--- src/rtl/char_pkg.sv ---
// rtl/char_pkg.sv - shared glyph codes, text geometry and sequencer state encoding
//
// Purpose : constants and types shared by the character ROM sequencer and its
//           text slot buffer.
// Ports   : none (package).
package char_pkg;

   localparam logic [1:0] GLYPH_F = 2'd0;
   localparam logic [1:0] GLYPH_Q = 2'd1;
   localparam logic [1:0] GLYPH_H = 2'd2;
   localparam logic [1:0] GLYPH_X = 2'd3;

   localparam int CHAR_W = 8;
   localparam int CHAR_H = 16;
   localparam int NSLOTS = 4;

   typedef enum logic [1:0] {
      S_IDLE   = 2'd0,
      S_ROWS   = 2'd1,
      S_WAITV  = 2'd2,
      S_COMMIT = 2'd3
   } seq_state_e;

endpackage

--- src/rtl/text_slot_buffer.sv ---
// rtl/text_slot_buffer.sv - pending/active text slots with frame-boundary commit
//
// Purpose : holds the 4-slot text line. Writes land in the pending copy; the
//           active copy (what the pixel path renders) only changes on i_commit.
// Ports   : i_clk, i_rst_n          clock, async active-low reset
//           i_wr_en/slot/code/valid  slot write from the PS/2 side
//           i_commit                 copy pending -> active this cycle
//           o_act_code/o_act_valid   active slots for rendering
//           o_dirty                  pending differs from active (write since commit)
module text_slot_buffer
   import char_pkg::*;
(
   input  logic                   i_clk,
   input  logic                   i_rst_n,
   input  logic                   i_wr_en,
   input  logic [1:0]             i_wr_slot,
   input  logic [1:0]             i_wr_code,
   input  logic                   i_wr_valid,
   input  logic                   i_commit,
   output logic [NSLOTS-1:0][1:0] o_act_code,
   output logic [NSLOTS-1:0]      o_act_valid,
   output logic                   o_dirty
);

   logic [NSLOTS-1:0][1:0] r_pend_code;
   logic [NSLOTS-1:0]      r_pend_valid;
   logic [NSLOTS-1:0][1:0] r_act_code;
   logic [NSLOTS-1:0]      r_act_valid;
   logic                   r_dirty;

   always_ff @(posedge i_clk or negedge i_rst_n) begin
      if (!i_rst_n) begin
         r_pend_code  <= '0;
         r_pend_valid <= '0;
         r_act_code   <= '0;
         r_act_valid  <= '0;
         r_dirty      <= 1'b0;
      end else begin
         // Commit copies the pending state as it stood before this edge, so a
         // write landing in the commit cycle stays pending for the next frame.
         if (i_commit) begin
            r_act_code  <= r_pend_code;
            r_act_valid <= r_pend_valid;
         end
         if (i_wr_en) begin
            r_pend_code[i_wr_slot]  <= i_wr_code;
            r_pend_valid[i_wr_slot] <= i_wr_valid;
         end
         if (i_wr_en) begin
            r_dirty <= 1'b1;
         end else if (i_commit) begin
            r_dirty <= 1'b0;
         end
      end
   end

   assign o_act_code  = r_act_code;
   assign o_act_valid = r_act_valid;
   assign o_dirty     = r_dirty;

endmodule

--- src/rtl/char_rom_sequencer.sv ---
// rtl/char_rom_sequencer.sv - VGA text box sequencer driving the 4-glyph character ROM
//
// Purpose : maps hcount/vcount into ROM addresses for a 4-glyph text box,
//           serialises ROM rows into pixel_on, blinks a cursor and delays
//           blank/sync to match the 2-cycle pixel pipeline.
// Ports   : i_clk, i_rst_n                      pixel clock, async active-low reset
//           i_hcount, i_vcount                  live scan position
//           i_video_on_in, i_hsync_in, i_vsync_in  timing flags aligned with scan
//           i_wr_en/slot/code/valid             text slot write
//           i_cursor_slot, i_cursor_en          blinking cursor control
//           o_rom_char_enable, o_rom_address    ROM request
//           i_rom_data                          ROM row (combinational ROM)
//           o_pixel_on                          foreground bit
//           o_video_on_out, o_hsync_out, o_vsync_out  timing delayed 2 cycles
module char_rom_sequencer
   import char_pkg::*;
#(
   parameter logic [9:0]  X0           = 10'd288,
   parameter logic [9:0]  Y0           = 10'd232,
   parameter int unsigned BLINK_FRAMES = 30
) (
   input  logic       i_clk,
   input  logic       i_rst_n,
   input  logic [9:0] i_hcount,
   input  logic [9:0] i_vcount,
   input  logic       i_video_on_in,
   input  logic       i_hsync_in,
   input  logic       i_vsync_in,
   input  logic       i_wr_en,
   input  logic [1:0] i_wr_slot,
   input  logic [1:0] i_wr_code,
   input  logic       i_wr_valid,
   input  logic [1:0] i_cursor_slot,
   input  logic       i_cursor_en,
   output logic       o_rom_char_enable,
   output logic [5:0] o_rom_address,
   input  logic [7:0] i_rom_data,
   output logic       o_pixel_on,
   output logic       o_video_on_out,
   output logic       o_hsync_out,
   output logic       o_vsync_out
);

   localparam logic [7:0] BLINK_LAST = 8'(BLINK_FRAMES - 1);
   localparam logic [9:0] BOX_W      = 10'(CHAR_W * NSLOTS);
   localparam logic [9:0] BOX_H      = 10'(CHAR_H);

   // box geometry
   logic [4:0] w_dx;
   logic [3:0] w_row;
   logic [1:0] w_slot;
   logic [2:0] w_col;
   logic       w_in_box;

   // slot buffer
   logic [NSLOTS-1:0][1:0] w_act_code;
   logic [NSLOTS-1:0]      w_act_valid;
   logic                   w_dirty;
   logic                   w_commit;

   // frame sequencing and blink
   seq_state_e r_state;
   seq_state_e w_next_state;
   logic       w_vsync_fall;
   logic [7:0] r_blink_cnt;
   logic       r_blink_phase;

   // pipeline stage 0
   logic [5:0] r_rom_address;
   logic       r_rom_char_enable;
   logic [2:0] r_col_d1;
   logic       r_cursor_hit_d1;
   logic       r_video_d1;
   logic       r_hsync_d1;
   logic       r_vsync_d1;

   // pipeline stage 1
   logic       r_pixel_on;
   logic       r_video_d2;
   logic       r_hsync_d2;
   logic       r_vsync_d2;

   // Only the low bits of the offsets are needed; outside the box they wrap
   // harmlessly because in_box gates everything visible.
   assign w_dx     = 5'(i_hcount - X0);
   assign w_row    = 4'(i_vcount - Y0);
   assign w_slot   = w_dx[4:3];
   assign w_col    = w_dx[2:0];
   assign w_in_box = (i_hcount >= X0) && (i_hcount < X0 + BOX_W) &&
                     (i_vcount >= Y0) && (i_vcount < Y0 + BOX_H) &&
                     i_video_on_in;

   // r_vsync_d1 doubles as the previous-cycle vsync for edge detection.
   assign w_vsync_fall = r_vsync_d1 & ~i_vsync_in;

   text_slot_buffer u_slots (
      .i_clk       (i_clk),
      .i_rst_n     (i_rst_n),
      .i_wr_en     (i_wr_en),
      .i_wr_slot   (i_wr_slot),
      .i_wr_code   (i_wr_code),
      .i_wr_valid  (i_wr_valid),
      .i_commit    (w_commit),
      .o_act_code  (w_act_code),
      .o_act_valid (w_act_valid),
      .o_dirty     (w_dirty)
   );

   always_ff @(posedge i_clk or negedge i_rst_n) begin
      if (!i_rst_n) begin
         r_state <= S_IDLE;
      end else begin
         r_state <= w_next_state;
      end
   end

   // Commit waits until the box rows are finished and vsync starts, so the
   // active text never changes while the box is on screen.
   always_comb begin
      w_next_state = r_state;
      w_commit     = 1'b0;
      case (r_state)
         S_IDLE: begin
            if ((i_vcount == Y0) && (i_hcount == 10'd0)) begin
               w_next_state = S_ROWS;
            end
         end
         S_ROWS: begin
            if (i_vcount == Y0 + BOX_H) begin
               w_next_state = S_WAITV;
            end
         end
         S_WAITV: begin
            if (w_vsync_fall) begin
               w_next_state = w_dirty ? S_COMMIT : S_IDLE;
            end
         end
         S_COMMIT: begin
            w_commit     = 1'b1;
            w_next_state = S_IDLE;
         end
         default: begin
            w_next_state = S_IDLE;
         end
      endcase
   end

   always_ff @(posedge i_clk or negedge i_rst_n) begin
      if (!i_rst_n) begin
         r_blink_cnt   <= 8'd0;
         r_blink_phase <= 1'b0;
      end else if (w_vsync_fall) begin
         if (r_blink_cnt == BLINK_LAST) begin
            r_blink_cnt   <= 8'd0;
            r_blink_phase <= ~r_blink_phase;
         end else begin
            r_blink_cnt <= r_blink_cnt + 8'd1;
         end
      end
   end

   always_ff @(posedge i_clk or negedge i_rst_n) begin
      if (!i_rst_n) begin
         r_rom_address     <= 6'd0;
         r_rom_char_enable <= 1'b0;
         r_col_d1          <= 3'd0;
         r_cursor_hit_d1   <= 1'b0;
         r_video_d1        <= 1'b0;
         r_hsync_d1        <= 1'b1;
         r_vsync_d1        <= 1'b1;
      end else begin
         r_rom_address     <= {w_act_code[w_slot], w_row};
         r_rom_char_enable <= w_in_box && w_act_valid[w_slot];
         r_col_d1          <= w_col;
         r_cursor_hit_d1   <= i_cursor_en && r_blink_phase && w_in_box &&
                              (w_slot == i_cursor_slot);
         r_video_d1        <= i_video_on_in;
         r_hsync_d1        <= i_hsync_in;
         r_vsync_d1        <= i_vsync_in;
      end
   end

   // Disabled ROM returns 0, so blank slots render background and a cursor on
   // a blank slot becomes a solid block.
   always_ff @(posedge i_clk or negedge i_rst_n) begin
      if (!i_rst_n) begin
         r_pixel_on <= 1'b0;
         r_video_d2 <= 1'b0;
         r_hsync_d2 <= 1'b1;
         r_vsync_d2 <= 1'b1;
      end else begin
         r_pixel_on <= (i_rom_data[3'd7 - r_col_d1] & r_video_d1) ^ r_cursor_hit_d1;
         r_video_d2 <= r_video_d1;
         r_hsync_d2 <= r_hsync_d1;
         r_vsync_d2 <= r_vsync_d1;
      end
   end

   assign o_rom_address     = r_rom_address;
   assign o_rom_char_enable = r_rom_char_enable;
   assign o_pixel_on        = r_pixel_on;
   assign o_video_on_out    = r_video_d2;
   assign o_hsync_out       = r_hsync_d2;
   assign o_vsync_out       = r_vsync_d2;

endmodule

--- config.mk ---
export PLATFORM = sky130hd
export DESIGN_NAME = char_rom_sequencer
export DESIGN_NICKNAME = d
export VERILOG_FILES = /design/src/rtl/char_pkg.sv /design/src/rtl/text_slot_buffer.sv /design/src/rtl/char_rom_sequencer.sv
export SDC_FILE = /design/constraint.sdc
export NUM_CORES = 1
export LEC_CHECK = 0
export ABC_AREA = 0
export CAP_MARGIN = 20
export CORE_ASPECT_RATIO = 1.2
export CORE_MARGIN = 3
export CORE_UTILIZATION = 53
export CTS_CLUSTER_SIZE = 28
export DETAILED_ROUTE_END_ITERATION = 12
export PLACE_DENSITY_LB_ADDON = 0.2
export SLEW_MARGIN = 20
export SYNTH_ARGS = -nofsm -noshare
export SYNTH_HDL_FRONTEND = slang
export SYNTH_SLANG_ARGS = --single-unit
--- constraint.sdc ---
create_clock -name i_clk -period 3.1 [get_ports i_clk]
set_input_delay 0.465 -clock i_clk [delete_from_list [all_inputs] [get_ports i_clk]]
set_output_delay 0.465 -clock i_clk [all_outputs]
set_load 0.02 [all_outputs]
# --- Yosys cells after proc, flatten, opt, wreduce, memory -nomap -nowiden ---
# Index checks and enable logic that the tools add are counted.
totals:
  ff_bits: 54
  latchBits: 0
  ram_bits: 0
  mem_bits_ro: 0
  output_inout_bits: 11
  n_memories: 0
classes:
  add_sub_neg: 4
  multipliers: 0
  div_mod_pow: 0
  magnitude_cmp: 8
  n_eq_ne: 10
  n_shift: 0
  muxes: 21
  bitwise_logic: 5
  reduce_logical: 15
op_table:
  columns: ["operator", "n"]
  rows:
  - ["equality test 10 x 8 -> 1 bit (second input constant)", 2]
  - ["2-to-1 mux 2 bit", 6]
  - ["greater-or-equal comparator 10 x 8 -> 1 bit (second input constant)", 1]
  - ["greater-or-equal comparator 10 x 9 -> 1 bit (second input constant)", 1]
  - ["logical AND 1 bit", 10]
  - ["logical NOT 10 bit", 1]
  - ["< comparator 10 x 8 -> 1 bit (second input constant)", 1]
  - ["< comparator 10 x 9 -> 1 bit (second input constant)", 1]
  - ["adder 8 x 1 -> 8 bit (second input constant)", 1]
  - ["bitwise mux 8 bit", 1]
  - ["equality test 8 x 5 -> 1 bit (second input constant)", 1]
  - ["2-to-1 mux 8 bit", 1]
  - ["case mux 2 bit (4 select lines)", 1]
  - ["< comparator 2 x 3 -> 1 bit (second input constant)", 2]
  - ["2-to-1 mux 1 bit", 6]
  - ["!= test 2 bit (second input constant)", 3]
  - ["subtractor 5 x 1 -> 5 bit (second input constant)", 1]
  - ["binary-select mux 2 bit (select 2 bit)", 1]
  - ["bitwise mux 4 bit", 1]
  - ["demux 2 bit (select 2 bit)", 1]
  - ["equality test 2 bit (second input constant)", 2]
  - ["< comparator 3 x 4 -> 1 bit (second input constant)", 1]
  - ["subtractor 4 bit (second input constant)", 1]
  - ["binary-select mux 1 bit (select 3 bit)", 1]
  - ["other kinds (13)", 15]

# --- Logic depth before layout (Yosys ltp) ---
depth:
  depth_word: 7
  mapped_depth: 6
  ltp_nobuf: 6

# --- Hierarchy ---
# Synthesis repeated with hierarchy kept, for this count alone.
hier_totals:
  cells_unflattened: 161
  hier_area_um2: 2240.9
modules_own_cells:
  columns: ["mod", "instances", "cells_each", "area_per_inst_um2", "seq_area_each_um2"]
  rows:
  - ["char_rom_sequencer", 1, 105, 1287.5, 730.7]
  - ["text_slot_buffer", 1, 56, 953.4, 625.6]

# --- Worst setup path after synthesis ---
# Ideal clock, no wire load.
synth_path:
  path_type: "input port to flip-flop"
  start: "in i_hcount[9]"
  end: "reg r_cursor_hit_d1"
  setup_time_ns: 0.080
  arrival_time_ns: 1.777
  required_ns: 3.020
  setup_slack_ns: 1.243
  stages: 4
  path_buffers: 0
  cell_sequence: "or3_1 or4_1 or3_4 nor3_2"
synth_between:
  elab_chain_cells: 7
  word_cells_on_any_way: 8
  classes_between: "order compare (2); reduce/logical (6)"
synth_rtl:
  columns: ["element", "line_no", "source"]
  rows:
  - ["start: declaration", "char_rom_sequencer.sv:24", "input logic [9:0] i_hcount,"]
  - ["greater-or-equal comparator 10 x 9 -> 1 bit or < comparator 10 x 9 -> 1 bit (tied branches)", "char_rom_sequencer.sv:89", "assign w_in_box = (i_hcount >= X0) && (i_hcount < X0 + BOX_W) &&"]
  - ["logical AND 1 bit * (2 in series)", "char_rom_sequencer.sv:89", null]
  - ["logical AND 1 bit * (2 in series)", "char_rom_sequencer.sv:90", "(i_vcount >= Y0) && (i_vcount < Y0 + BOX_H) &&"]
  - ["logical AND 1 bit * (2 in series)", "char_rom_sequencer.sv:175", "r_cursor_hit_d1 <= i_cursor_en && r_blink_phase && w_in_box &&"]
  - ["end signal: assignment", "char_rom_sequencer.sv:175", null]
  - ["end: declaration", "char_rom_sequencer.sv:72", "logic r_cursor_hit_d1;"]
# Mark *: on every way between the ends. The rest lies on a longest branch, timed or not.
# A chain may end at the register's enable or synchronous reset.

# --- Worst setup path after layout ---
# Ends and elaborated chain as after synthesis.

==> results.md <==
* Cell area after synthesis at 2215 sq um
* Fin crit share at 0.6458
* Largest net degree at the start of global routing at 55
* Cell-internal power at ~0.0011 W
* Total Routing Usage GR at 0.1991
* Switching fraction of total power at 0.2540
* Highest fanout seen on the critical path at 2
* Worst-case clock buffer depth at 2
* Via density per instance at 5.393
* Floorplan row count at 25
* Total power divided by cell area at about 500 nW/um^2
* Cts-stage hold buffer count at 0
* First-pass GRT wire length at approximately 7500 um
* Setup clock skew after layout at between 10 and 15 ps
* Number of warnings printed during yosys synthesis at 0
* Syn_nets at 205
* Max rail drop VDD at between 0.0003 and 0.0004 V
* DRC viols at 0
* Slew at the pin closest to its max-slew limit at around 650 ps
* Share of power burned in registers at 0.586
* Cell count of the worst reg-to-reg path at 5
* CP Data Arrival Time at 2240 ps
* Max Freq at around 500 MHz
* Setup_tns at 0 ps
* DRT Wirelength at between 4000 and 5000 um
* Total via count in the routed design at roughly 1500
* Max-slew violation count at 0
* Final number of hold-violating endpoints at 0
* Switching power summed over all nets at 0.0003585 W
* Clock power frac at 0.268
* Crit path kind: in -> reg
* Count of input and output buffers at 52
* Most common cell after layout, fill and taps aside: sky130_fd_sc_hd__clkdlybuf4s50_1
* Net count of the finished layout at 261
* Die Height at approximately 77 um
* Root buf cell: sky130_fd_sc_hd__clkbuf_8
* Placed wire-length estimate at roughly 3400 um
* Initial detailed-routing violation count at 61
* Parity-gate share of the synthesized area counting xor and xnor cells at 0.03559
* Top library cells by usage in the layout, fill and taps aside: sky130_fd_sc_hd__clkdlybuf4s50_1, sky130_fd_sc_hd__dfrtp_1, sky130_fd_sc_hd__mux2_2
* Data required time at the worst endpoint at around 3300 ps
* Horizontal die dimension at roughly 65 um
* Dominant combinational cell family by area after synthesis: multiplexers
* Yosys reg bits at 54
* Detailed-routing iteration count for the pre-antenna-repair pass at 4
* Effective utilization at floorplan at 0.5575
* Combinational share of power at 0.146
* Setup repair after global routing missed its margin: false
* Ratio of cells with drive above 1 in the final layout at 0.1881
* Setup slack of the critical path after layout at around 1100 ps
* Number of diodes added for antenna fixing at 0
* Compound-Gate Fraction of Synth Area at 0.02994
* TritonCTS Sinks at 54
* I/O pin total at between 50 and 60
* Insertion delay of the later-clocked pin in the worst-skew pair at between 300 and 400 ps
* Worst-path clk slew at about 100 ps
* Startpoint of the lowest-slack register-to-register path: r_blink_cnt[1]$_DFFE_PN0P_
* Worst-case headroom to the max-slew limit at 0.5685
* Status: finished, final reports clean
* TritonCTS Buffers at 5
* Final setup vio count at 0
* Global route total overflow at 0
* Number of antenna violations at the first check in global routing at 0
* Simple-gate share of the synthesized area at 0.1226
* Mean instance size in the synthesized netlist at roughly 14 sq um
* Via count of the first global-routing pass at between 1500 and 2000
* Worst Setup Slack post-DPL at about 770 ps
* Area overhead of the layout relative to synthesis at 29.72%
* Area of the core at around 4000 sq um
* Synthesized netlist cell count at ~160
* CTS tree: done
* Global placer's final weighted congestion at 0.7676
* Share of the yosys chip area belonging to registers at 0.6124
* ANT nets after route at 0
* Total of cells resized after clock tree synthesis at 0
* CTS H-tree depth at 2
* Hold WC Path Type: in -> async
* Worst reg-to-reg setup slack at between 1000 and 1500 ps
* Adder-cell area share of the yosys netlist at 0.01130
* Total leakage power at roughly 1.2 nW
* Proportion of synthesized area in mux cells at 0.1763
* Detail-routed net length per standard cell at approximately 16 um
* CP startpoint kind: input pin
* Period minus WS final at between 2000 and 2500 ps
* Overall die area at between 4000 and 5000 sq um
* Buffers inserted during post-CTS setup optimization at 0
* Count of maximum capacitance violations at 0
* Distinct cell type count after synthesis at 34
* Worst r2r dst: r_blink_phase$_DFFE_PN0P_
* Crit. End Element: register
## synth_stat cells, drive strengths merged
master   instances  area share
dfstp            4       0.047
nor2b            2      0.0056
nor2             5      0.0085
and3             1      0.0028
nand3b           2      0.0068
xor2             6       0.024
or3              2      0.0079
buf              1      0.0017
nand2b           1      0.0028
nand4            4       0.011
mux2i            3       0.014
nor4b            2      0.0079
o31ai            1      0.0034
nand2           12       0.020
inv              4      0.0068
dfrtp           50        0.56
o21ai            2      0.0045
clkbuf           2      0.0034
or4b             1      0.0045
a21o             2      0.0068
a311o            1      0.0045
nand3            5       0.011
nor4             2      0.0056
mux2            24        0.12
xnor2            3       0.012
nor3b            1      0.0034
nor3             8       0.020
o22ai            1      0.0028
ha               2       0.011
mux4             4       0.041
o2111ai          2      0.0079
or4              1      0.0034
## per-layer routing
layer	global-route usage	routed length, um	up-vias
li1	-	-	693
met1	0.2122	1567	730
met2	0.3726	2559	37
met3	0.05857	242	7
met4	0.05602	55	0
met5	0	0	-
## how the worst max path moves through the flow
stage	startpoint	end
2_1_floorplan	i_hcount[9]	r_cursor_hit_d1$_DFF_PN0_
4_1_cts	i_hcount[9]	r_cursor_hit_d1$_DFF_PN0_
5_1_grt	i_hcount[9]	r_cursor_hit_d1$_DFF_PN0_
6_report	i_hcount[9]	r_cursor_hit_d1$_DFF_PN0_
3_3_place_gp	i_hcount[9]	r_cursor_hit_d1$_DFF_PN0_
3_5_place_dp	i_hcount[9]	r_cursor_hit_d1$_DFF_PN0_
## worst max-delay path: stages
cell	delay [ps]
sky130_fd_sc_hd__clkdlybuf4s50_1	390
sky130_fd_sc_hd__or3_1	350
sky130_fd_sc_hd__or4_1	440
sky130_fd_sc_hd__or3_4	410
sky130_fd_sc_hd__nor3_2	180
## kinds of logic after synthesis
family,after synthesis
AOI/OAI and AO/OA,9
xor gates and xnor gates,9
adders and majority gates,2
buffers and inverters,7
DFF,54
muxes,31
and+or+nand+nor,49
## power by group through the flow
stage	Clock, W	Combinational, W	Sequential, W
after floorplan	0	0.0000981	0.000833
after global placement	0	0.000199	0.000836
after detailed placement	0	0.000208	0.000841
after CTS	0.000387	0.000209	0.000828
after global routing	0.000418	0.000227	0.000838
final	0.000378	0.000206	0.000827
## flip-flops by register name, summed over array words and instances (netlist names)
| name | flops |
|---|---|
| o_vsync_out | 1 |
| r_hsync_d1 | 1 |
| o_hsync_out | 1 |
| r_blink_phase | 1 |
| u_slots.o_act_valid | 4 |
| o_rom_address | 6 |
| o_video_on_out | 1 |
| r_col_d1 | 3 |
| u_slots.o_dirty | 1 |
| o_rom_char_enable | 1 |
| r_cursor_hit_d1 | 1 |
| r_video_d1 | 1 |
| r_vsync_d1 | 1 |
| u_slots.o_act_code | 8 |
| u_slots.r_pend_code | 8 |
| o_pixel_on | 1 |
| u_slots.r_pend_valid | 4 |
| r_state | 2 |
| r_blink_cnt | 8 |
## final cells by class
class	instances	area [sq um]
timing repair buffer	52	518.0
clock buffer	7	76.32
clock inverter	1	7.507
fill	291	1100
multi-input combinational	100	832.0
sequential	54	1356
inverter	4	15.01
tap	54	67.56
## through the flow
step                cells    util  hold slack, ps  instance area (sq um)   power, W
floorplan             161       -           169.4                   2215  0.0009311
global placement      264  0.7014           346.8                   2786   0.001034
detailed placement    264  0.7014           350.4                   2786   0.001049
CTS                   272  0.7225           362.9                   2870   0.001424
global route          272  0.7232           226.7                   2873   0.001483
finish                272  0.7232           181.8                   2873   0.001411
Power figures use the tool's default switching activity.
==> edit 1, RTL diff (config.mk and constraints unchanged) <==
Set the package constant `NSLOTS` to 2 (it was 4).
--- a/src/rtl/char_pkg.sv
+++ b/src/rtl/char_pkg.sv
@@ -14,3 +14,3 @@
    localparam int CHAR_H = 16;
-   localparam int NSLOTS = 4;
+   localparam int NSLOTS = 2;
 
Behaviour: not the same (Yosys sat finds a counterexample within 4 cycles, from zero or initial values and one cycle with i_rst_n low).
==> edit 1 against the unedited design <==
  * Sequential share of layout area decreased by 2.5 points
  * Sequential power decreased by 21%
  * Count of clock-buffer cells in the layout unchanged
  * Wire length decreased by 21%
  * Sequential cell count decreased by 12
  * Synthesized area decreased by 21%
  * Setup slack improved by 0.078 ns
  * Total power decreased by 21%
  * Combinational power decreased by 9%
  * Utilization increased by 3.6 points
  * Hold slack improved by 0.052 ns
  * First-iteration DRC count decreased by 16%
  * Critical path depth decreased by 4
  * Design area decreased by 18%
  * Critical path type is now reg -> out
  * Largest power group unchanged
==> edit 1: results <==
[clocking]
cts_buffers = 5
cts-hold-fix-buffers = 0
clk_latency_ns = 0.34
cts_max_path_buffers = 2
cts_root_buf = clkbuf_4

[critical_path]
critPathTopFamily = buffers and inverters
slowest_delay_ns = 0.60
rrSetupSlack_ns = 1.62
crit_slowest_cell = clkdlybuf4s50_1
crit_start = o_hsync_out
worstPathMaxFanout = 1
r2r-end = r_blink_phase
endpoint = o_hsync_out

[synth]
ys_types = 39
yosys-top-cells-count = dfrtp_1 (38), mux2_2 (10), nor2_1 (7), xor2_1 (7), nand2_1 (6)
synth_area_leaders = dfrtp_1 (54%), mux2_2 (6.4%), dfstp_2 (6.0%), xor2_1 (3.5%), mux2_1 (2.6%)
ys_seq_area_frac = 0.603

[cells_and_area]
fin_nets = 230
fill_cells = 205
drive_above_1_share = 0.155

[sta]
finalCritPeriodShare = 0.620
finalClockSkew_ns = 0.00947
tightest_slew_ns = 0.882

[global_routing]
grt_max_degree = 43
grt_usage = 0.192
grt_pass1_wl_mm = 5.68

[power]
ir_worst_vdd_mv = 0.436
p_leak_nw = 1.04

[status]
run_status = complete, no violations

[placement]
place_ws_ns = 1.13
dp_hpwl_mm = 2.79
place_congestion = 0.790

[detailed_routing]
wl_per_cell_microns = 15.6
drt-vias-per-instance = 5.32
drt-initial-drc-count = 51
## edit 1: worst min-delay path by stage
stage	to	slack (ns)	cells after the start
after floorplan	o_pixel_on	0.17	0
after global placement	o_hsync_out	0.35	0
after detailed placement	o_hsync_out	0.35	0
after CTS	o_video_on_out	0.26	1
after global routing	r_col_d1[0]	0.29	1
final	r_blink_cnt[6]	0.23	1
## edit 1: cell families after synthesis
kind of cell             after synthesis  share of synthesized area
AND/OR/NAND/NOR                       45                      0.172
flip-flops                            42                      0.603
multiplexers                          18                      0.120
XOR/XNOR                              11                     0.0550
AO/OA/AOI/OAI                          6                     0.0243
buffers and inverters                  5                     0.0114
adder cells (fa/ha/maj)                2                     0.0143
## edit 1: power breakdown
group	switching [W]	internal, W
clock	0.000163	0.000110
sequential	0.0000505	0.000606
combinational	0.0000785	0.000109
## edit 1: metrics by stage
| step | hold slack, ns | util | instance area, sq um | std cells |
|---|---|---|---|---|
| after CTS | 0.259 | 0.759 | 2360 | 223 |
| final | 0.234 | 0.759 | 2360 | 223 |
| after detailed placement | 0.352 | 0.740 | 2300 | 215 |
| after floorplan | 0.169 | - | 1750 | 129 |
| after global placement | 0.350 | 0.740 | 2300 | 215 |
| after global routing | 0.287 | 0.759 | 2360 | 223 |
## edit 1: routing by layer
metal  routed length [microns]  vias up  global-route usage
li1                          -      569                   -
met1                      1270      586               0.199
met2                      2040       27               0.374
met5                         0        -                   0
met4                        42        0              0.0725
met3                       123        5              0.0391
## edit 1: cell type report
cell class                 count  area (sq um)  area share
clock buffer                   7          55.1      0.0233
clock inverter                 1          5.00     0.00212
inverter                       3          11.3     0.00477
multi-input combinational     82           674       0.285
sequential                    42          1060       0.447
tap                           36          45.0      0.0191
timing repair buffer          52           515       0.218
==> edit 2, RTL diff (config.mk and constraints unchanged) <==
Made on the original files. Make the reset (`i_rst_n`) synchronous in 5 clocked blocks. Comments in the files are not updated.
--- a/src/rtl/text_slot_buffer.sv
+++ b/src/rtl/text_slot_buffer.sv
@@ -30,3 +30,3 @@
 
-   always_ff @(posedge i_clk or negedge i_rst_n) begin
+   always_ff @(posedge i_clk) begin
       if (!i_rst_n) begin
--- a/src/rtl/char_rom_sequencer.sv
+++ b/src/rtl/char_rom_sequencer.sv
@@ -108,3 +108,3 @@
 
-   always_ff @(posedge i_clk or negedge i_rst_n) begin
+   always_ff @(posedge i_clk) begin
       if (!i_rst_n) begin
@@ -147,3 +147,3 @@
 
-   always_ff @(posedge i_clk or negedge i_rst_n) begin
+   always_ff @(posedge i_clk) begin
       if (!i_rst_n) begin
@@ -161,3 +161,3 @@
 
-   always_ff @(posedge i_clk or negedge i_rst_n) begin
+   always_ff @(posedge i_clk) begin
       if (!i_rst_n) begin
@@ -184,3 +184,3 @@
    // a blank slot becomes a solid block.
-   always_ff @(posedge i_clk or negedge i_rst_n) begin
+   always_ff @(posedge i_clk) begin
       if (!i_rst_n) begin
Formal check against the unedited RTL: differs if i_rst_n is asserted again (counterexample within 4 cycles, from zero or initial values and one cycle with i_rst_n low); with i_rst_n held inactive, the same outputs for 10 cycles.
==> edit 2 against the unedited design <==
  * Setup slack improved by 0.25 ns
  * Via count is 14% higher
  * Fmax grew 14%
  * Critical path type unchanged
  * Total power shrank 7.4%
  * Sequential cell count did not move
  * Synthesized area is 4.3% lower
  * Design area is 3.0% lower
  * Largest power group unchanged
  * Wire length down 3.3%
  * Critical path depth did not move
  * Clock skew decreased by 0.0088 ns
==> edit 2: results <==
[status]
run_status = complete, no violations

[clocking]
clk_latency_ns = 0.30
ctsResizeCount = 0
clk_pin_slew_ns = 0.09
cts_buffers = 5
cts_root_buf = clkbuf_8
cts_setup_buffers = 0
cts_max_level = 2
cts_max_path_buffers = 2

[sta]
hold_slack_ns = 0.418
finalClockSkew_ns = 0.00272
slew_headroom = 0.568

[global_routing]
grt_pass1_wl_mm = 7.17
grt_usage = 0.193
grt_antenna_before_repair = 0
grt_max_degree = 30
grt_pass1_vias = 1592

[synth]
ys_types = 37
yosys-top-cells-count = dfxtp_1 (54), nand2_1 (30), nor2_1 (24), mux2i_1 (15), a21oi_1 (14)
yosysWarnings = 0
synth_area_leaders = dfxtp_1 (51%), mux2i_1 (7.1%), nand2_1 (5.3%), mux4_2 (4.3%), nor2_1 (4.3%)
ys_seq_area_frac = 0.510
synth_nets = 264
synthArstFlopShare = 0

[critical_path]
worstPathMaxFanout = 5
critical_path_arrival_ns = 1.98
r2r-end = r_blink_cnt[1]
rrSetupSlack_ns = 1.37
reg2reg_from = r_blink_cnt[0]
reg2reg_depth = 5

[cells_and_area]
fill_cells = 279
fin_nets = 316
n_antenna_cell = 0
drive_above_1_share = 0.0513

[floorplanning]
dieArea_sq_um = 4800

[detailed_routing]
dr.pass1.iters = 4
routed_wl_mm = 4.28
drt-initial-drc-count = 49
vias = 1673

[hold_path]
min-delay-path-class = reg -> reg
hold_depth = 1
min_to = o_hsync_out
worstHoldStart = r_hsync_d1

[power]
ir_worst_vdd_mv = 0.371
p_leak_nw = 1.05

[placement]
portBuffers = 52
place_ws_ns = 0.996
place_congestion = 0.730
dp_hpwl_mm = 3.31
dpl-instance-area_sq_um = 2680
edit 2: worst max path at each step:
stage	startpoint	to	slack [ns]	cells past startpoint
after CTS	i_hcount[3]	r_state[0]	1.33	5
final	i_hcount[3]	r_state[0]	1.35	5
after detailed placement	i_hcount[3]	r_state[0]	1.0	5
after global routing	i_vcount[3]	r_state[0]	1.19	5
after floorplan	r_blink_cnt[0]	r_blink_phase	1.52	5
after global placement	i_hcount[3]	r_state[0]	1.04	5
edit 2: cells by family after synthesis:
| family | Yosys count | share of synthesized area |
|---|---|---|
| AND/OR/NAND/NOR | 105 | 0.253 |
| flip-flops | 54 | 0.510 |
| AO/OA/AOI/OAI | 19 | 0.0508 |
| multiplexers | 19 | 0.113 |
| buffers and inverters | 11 | 0.0195 |
| XOR/XNOR | 10 | 0.0413 |
| adder cells (fa/ha/maj) | 2 | 0.0118 |
edit 2: report_power, final:
group	internal, W	total, W	switching [W]
Sequential	0.000711	0.000722	0.0000104
Clock	0.000242	0.000451	0.000210
Combinational	0.0000808	0.000134	0.0000534
Total	0.00103	0.00131	0.000274
edit 2: final cells by class:
| type | instances | area, sq um | share of cell area |
|---|---|---|---|
| Inverter | 4 | 15.0 | 0.00539 |
| Timing Repair Buffer | 52 | 520 | 0.187 |
| Clock buffer | 7 | 76.3 | 0.0274 |
| Clock inverter | 1 | 30.0 | 0.0108 |
| Tap cell | 52 | 65.1 | 0.0234 |
| Sequential cell | 54 | 1080 | 0.388 |
| Multi-Input combinational cell | 155 | 997 | 0.358 |
edit 2: per-layer routing:
| metal | track usage | wire length, microns |
|---|---|---|
| met5 | 0 | 0 |
| met4 | 0.0647 | 63 |
| met3 | 0.0642 | 330 |
| met2 | 0.335 | 1930 |
| met1 | 0.227 | 1960 |
edit 2: worst max-delay path, cell delays in order:
cell	delay, ns
clkdlybuf4s50_1	0.54
or4_1	0.56
nor3_1	0.14
nand4_1	0.10
a31oi_1	0.17
edit 2: stage by stage:
step,instances,utilization
after floorplan,220,-
after global placement,317,0.714
after detailed placement,317,0.714
after CTS,325,0.742
after global routing,325,0.742
final,325,0.742
